**src/rtl/rv32_decode_scoreboard.sv**
```systemverilog
// Decode-stage register scoreboard: per-register counts of in-flight long writes.
// Optional same-cycle release forwarding: SCOREBOARD_RELEASE_BYPASS_EN.
module rv32_decode_scoreboard #(
  parameter int NUM_REGS = 32,
  parameter int NUM_READ = 3,
  parameter int NUM_WB   = 2,
  parameter int CNT_W    = 2,
  localparam int AW      = $clog2(NUM_REGS)
) (
  input  logic                     clk,
  input  logic                     reset,
  input  logic                     issue_valid,
  input  logic                     issue_long,
  input  logic [AW-1:0]            issue_rd,
  input  logic                     flush,
  input  logic [NUM_READ-1:0]      rs_valid,
  input  logic [NUM_READ*AW-1:0]   rs_addr,
  input  logic [NUM_WB-1:0]        release_valid,
  input  logic [NUM_WB*AW-1:0]     release_rd,
  output logic                     stall,
  output logic [NUM_REGS-1:0]      busy,
  output logic [AW+CNT_W-1:0]      inflight,
  output logic                     underflow_err
);

  localparam int RW = $clog2(NUM_WB + 1);
  localparam int SW = CNT_W + RW + 1;
  localparam int IW = AW + CNT_W;
  localparam logic [CNT_W-1:0] CMAX = '1;

  logic [CNT_W-1:0]    cnt_q [NUM_REGS];
  logic [CNT_W-1:0]    cnt_d [NUM_REGS];
  logic [RW-1:0]       rel_n [NUM_REGS];
  logic [NUM_REGS-1:0] busy_d;
  logic [NUM_READ-1:0] src_hit;
  logic [IW-1:0]       inflight_d;
  logic [RW-1:0]       dec;
  logic                sat_hit;
  logic                accept;
  logic                uf_any;

  // releases per register this cycle; x0 never counts
  always_comb begin
    for (int r = 0; r < NUM_REGS; r++) begin
      rel_n[r] = '0;
      for (int k = 0; k < NUM_WB; k++) begin
        if (release_valid[k] && r != 0 &&
            release_rd[k*AW +: AW] == AW'(r))
          rel_n[r] = rel_n[r] + RW'(1);
      end
    end
  end

  always_comb begin
    logic [AW-1:0] a;
    a = '0;
    for (int i = 0; i < NUM_READ; i++) begin
      a = rs_addr[i*AW +: AW];
      src_hit[i] = rs_valid[i] && a != '0 &&
                   cnt_q[a] != '0;
`ifdef SCOREBOARD_RELEASE_BYPASS_EN
      if (SW'(cnt_q[a]) == SW'(rel_n[a]))
        src_hit[i] = 1'b0;
`endif
    end
  end

  assign sat_hit = issue_valid && issue_long &&
                   issue_rd != '0 &&
                   cnt_q[issue_rd] == CMAX &&
                   rel_n[issue_rd] == '0;

  assign stall  = issue_valid && ((|src_hit) || sat_hit);
  assign accept = issue_valid && !stall && !flush &&
                  issue_long && issue_rd != '0;

  always_comb begin
    logic [SW-1:0] tot;
    logic          acc;
    tot    = '0;
    acc    = 1'b0;
    uf_any = 1'b0;
    busy_d = '0;
    for (int r = 0; r < NUM_REGS; r++) begin
      acc = accept && issue_rd == AW'(r);
      tot = SW'(cnt_q[r]) + SW'(acc);
      if (tot < SW'(rel_n[r])) begin
        cnt_d[r] = '0;
        uf_any   = 1'b1;
      end else begin
        cnt_d[r] = CNT_W'(tot - SW'(rel_n[r]));
      end
      busy_d[r] = cnt_d[r] != '0;
    end
  end

  // a release only lowers the total if its register still had a count to give
  always_comb begin
    logic [AW-1:0] a;
    logic [RW-1:0] earlier;
    logic [SW-1:0] avail;
    a       = '0;
    earlier = '0;
    avail   = '0;
    dec     = '0;
    for (int k = 0; k < NUM_WB; k++) begin
      a       = release_rd[k*AW +: AW];
      earlier = '0;
      for (int j = 0; j < k; j++) begin
        if (release_valid[j] && release_rd[j*AW +: AW] == a)
          earlier = earlier + RW'(1);
      end
      avail = SW'(cnt_q[a]) +
              SW'(accept && issue_rd == a);
      if (release_valid[k] && a != '0 &&
          SW'(earlier) < avail)
        dec = dec + RW'(1);
    end
  end

  assign inflight_d = inflight + IW'(accept) - IW'(dec);

  always_ff @(posedge clk) begin
    if (reset) begin
      for (int r = 0; r < NUM_REGS; r++)
        cnt_q[r] <= '0;
      busy          <= '0;
      inflight      <= '0;
      underflow_err <= 1'b0;
    end else begin
      for (int r = 0; r < NUM_REGS; r++)
        cnt_q[r] <= cnt_d[r];
      busy          <= busy_d;
      inflight      <= inflight_d;
      underflow_err <= underflow_err | uf_any;
    end
  end

endmodule

```
**config.mk**
```make
export PLATFORM = sky130hd
export DESIGN_NAME = rv32_decode_scoreboard
export DESIGN_NICKNAME = d
export VERILOG_FILES = /design/src/rtl/rv32_decode_scoreboard.sv
export SDC_FILE = /design/constraint.sdc
export NUM_CORES = 1
export LEC_CHECK = 0
export ABC_AREA = 0
export CAP_MARGIN = 15
export CORE_MARGIN = 2
export CORE_UTILIZATION = 60
export DETAILED_ROUTE_END_ITERATION = 12
export PLACE_DENSITY = 0.85
export REMOVE_ABC_BUFFERS = 1
export SETUP_SLACK_MARGIN = 0.15
export SLEW_MARGIN = 20
export SYNTH_ARGS = -nofsm -noshare
export SYNTH_HDL_FRONTEND = slang
export SYNTH_SLANG_ARGS = --single-unit
```
**constraint.sdc**
```tcl
create_clock -name clk -period 15.7 [get_ports clk]
set_input_delay 1.57 -clock clk [delete_from_list [all_inputs] [get_ports clk]]
set_output_delay 1.57 -clock clk [all_outputs]
set_load 0.1 [all_outputs]
```
==> metrics.cfg <==
[sta]
worstMarginPinSlew_ps=1015
final_max_slew_viol_count=0
max_slew_margin_pct=32.36
finalHoldViolations=0
setup_viol_count_final=0
fmax_mhz=129.9
fin_skew_ps=10.99
finalCritPeriodShare_pct=49.02
rsz0062_at_grt=false
final.min_clock_period_ps=7695
tns_ps=0

[worst_hold_path]
hold_class=flip-flop to flip-flop
min_from=inflight[0]

[global_routing]
antenna_found_initial=1
grt_usage_pct=34.40
grt_pass1_vias=9013
grt_max_degree=74
grt.overflow.total=0
grt_pass1_wl_um=47550

[floorplanning]
ioPinCount=81
die_y_um=133.3
core_area_mm2=0.01647
rows=47
die_area_mm2=0.01776
die_width_um=133.3
start_util_pct=60.90

[clock_network]
clock_latency_ps=360
postCtsHoldBufs=0
cts.clk_slew.worst_paths_ps=70
cts_resized=0
htreeDepth=3
clockBufferDepth=2
root_buffer=clkbuf_16
cts_tree=built
cts_buffers=9
cts_setup_buffers=0
cts_sinks=104

[worst_setup_path]
reg2reg_slack_ps=10270
timing.rr.start=cnt_q[31][0]
worstPathRequired_ps=14130
start_kind=input pin
crit_slowest_cell=clkdlybuf4s50_1
max_stage_delay_ps=1140
setup.worst_path.start=release_rd[7]
critical-path-top-delay-family=buffers and inverters
path_cells=clkdlybuf4s50_1 > nand2b_1 > nor2_1 > ha_1 > or3b_2 > o311a_1 > o21ai_0 > nand4_1 > o22ai_1 > nor2b_1 > o21a_1 > clkdlybuf4s50_1
worst-setup-path-type=input pin to output port
cp.arrival_ps=6130
crit_buf_inv=2
endpoint_kind=output port
crit_top_cell=clkdlybuf4s50_1
cp_max_fo=10

[yosys]
synth-seq-area-share_pct=20.76
synth.avg_cell_area_um2=9.149
yosys.cell_types.count=60
yosysWarnings=0
yosys_most_used_dff=dfxtp_1
async_flop_share_pct=0
synthCells=1096
synth_edf_count=0
synth_area_mm2=0.01003
synth-seq-cells=104

[layout]
fillers=1331
drive_above_1_share_pct=12.26
synthToLayoutAreaGrowth_pct=11.14
nNetsFinal=1338
fin_util_pct=67.68

[route]
viasPerCell=6.654
route.vias.total=9016
drt_iter0_markers=1015
detail_route.wl_per_cell_um=22.11
firstDrtPassIters=6
ant_nets=0
postRouteWirelength_um=29970
route.detailed.drc=0

[placed_design]
gp_congestion=0.9760
numPortBuffers=80
hpwl_um=23150

[job]
drv_cap=0

[pwr]
max-vdd-ir-drop_mv=0.09489
seqPwrFrac_pct=38.9
p_switching_mw=0.2591
power.leakage_nw=4.432
pwr_density_cell_mw_per_mm2=65.66
intPower_mw=0.4726
sw_frac_of_total_pct=35.42
p_clk_share_pct=29.9
comb_power_share_pct=31.2

[status]
status=finished clean

## cell usage in the layout, fill, tap and decap left out, types with 7 or more instances in the layout
cell / count
fa_1: 32
a21oi_1: 22
inv_1: 107
xnor2_1: 40
or2_2: 35
o21ai_0: 25
clkbuf_16: 9
mux4_2: 63
nor2b_1: 15
buf_4: 7
nand2_1: 44
nor3_1: 97
nand2b_1: 10
nor2_1: 116
nor4_1: 36
o31a_1: 31
dfxtp_1: 104
ha_1: 136
xor2_1: 12
nand3_1: 20
clkdlybuf4s50_1: 77
## worst register-to-register path, delay by kind of cell (launching register included)
family,cells,cell delay (ps)
fa+ha+maj,5,1430
mux,2,850
buf+inv,2,120
xor+xnor,1,160
simple gates,7,1690
compound gates,6,650
flops,1,410
## through the flow
stage	instances	total power [mW]	cell area [µm²]	hold slack [ps]	setup slack, ps
5_1_grt	1354	0.7602	11140	673.2	7672
2_1_floorplan	1032	0.4429	9744	525.4	9153
3_3_place_gp	1339	0.5117	10860	588.1	7447
6_report	1355	0.7317	11140	609.1	8005
3_5_place_dp	1339	0.5151	10860	586.8	7183
4_1_cts	1354	0.7338	11150	607.3	7548
## logic make-up (layout without fill, tap and decap cells)
family,after synthesis,after routing,share of synthesized area [%]
AOI/OAI and AO/OA,122,122,8.710
xor gates and xnor gates,52,52,4.542
adders and majority gates,168,168,23.36
buffers and inverters,172,210,6.863
DFF,104,104,20.76
muxes,73,73,15.35
other,1,2,0.03740
and+or+nand+nor,404,404,20.38
## power by group through the flow
stage | clock (mW) | sequential (mW) | combinational, mW
floorplan | 0 | 0.344 | 0.0986
global placement | 0 | 0.290 | 0.221
detailed placement | 0 | 0.291 | 0.224
CTS | 0.223 | 0.285 | 0.226
global route | 0.232 | 0.286 | 0.242
finish | 0.218 | 0.285 | 0.228
## flip-flops by register name, summed over array words and instances (netlist names)
signal and flops:
busy 32, cnt_q 64, underflow_err 1, inflight 7
## metal layers
layer  up-vias  global-route usage (%)  wire length (µm)
met3       158                   7.382              3534
met5         -                       0                 0
met4         0                   20.45              1851
met2       682                   52.89             13230
met1      4199                   44.80             11350
li1       3977                       -                 -
## synth_stat cells, types with 2 or more instances
library cell | instances | share of area, %
nor4_2 | 5 | 0.62
o31a_1 | 31 | 2.7
xnor2_1 | 40 | 3.5
nor2b_1 | 15 | 0.94
nand4b_1 | 2 | 0.17
o41ai_1 | 2 | 0.17
o311a_1 | 5 | 0.50
nand3b_1 | 2 | 0.15
a21oi_1 | 22 | 1.1
a311oi_1 | 2 | 0.17
nand2b_1 | 10 | 0.62
nor4b_1 | 2 | 0.17
mux2_2 | 3 | 0.34
xor2_1 | 12 | 1.0
fa_1 | 32 | 6.4
buf_6 | 4 | 0.45
buf_1 | 5 | 0.19
nor2_1 | 116 | 4.3
or3b_2 | 4 | 0.35
a22oi_1 | 4 | 0.30
or2_2 | 35 | 2.2
mux2i_1 | 6 | 0.60
dfxtp_1 | 104 | 21
buf_2 | 10 | 0.50
a21o_1 | 5 | 0.37
o211ai_1 | 3 | 0.22
inv_1 | 107 | 4.0
ha_1 | 136 | 17
a31o_2 | 2 | 0.17
a211oi_1 | 6 | 0.45
nand4_1 | 6 | 0.37
o311ai_0 | 2 | 0.17
a31oi_1 | 2 | 0.12
nand2_1 | 44 | 1.6
mux4_2 | 63 | 14
nor3_1 | 97 | 4.8
nor4_1 | 36 | 2.2
a2111oi_0 | 2 | 0.17
clkbuf_1 | 45 | 1.7
o21ai_0 | 25 | 1.2
nand3_1 | 20 | 1.0
nor3b_1 | 3 | 0.22
and2_0 | 2 | 0.12
## final timing paths
| check | to | depth (start not counted) |
|---|---|---|
| setup / recovery | stall | 12 |
| hold / removal | inflight[0] | 2 |
| setup reg to reg | inflight[6] | 23 |
| hold reg to reg | inflight[0] | 2 |
## final cells by class
cell class	count	area (µm²)	share of cell area [%]
well taps	220	275.3	2.470
clock inverters	3	26.28	0.2358
clock buffers	12	256.5	2.302
inverters	108	405.4	3.638
multi-input cells	820	7258	65.13
diodes	1	2.502	0.02245
repair buffers	87	838.3	7.522
flip-flops and latches	104	2082	18.68
Power figures use the tool's default switching activity.
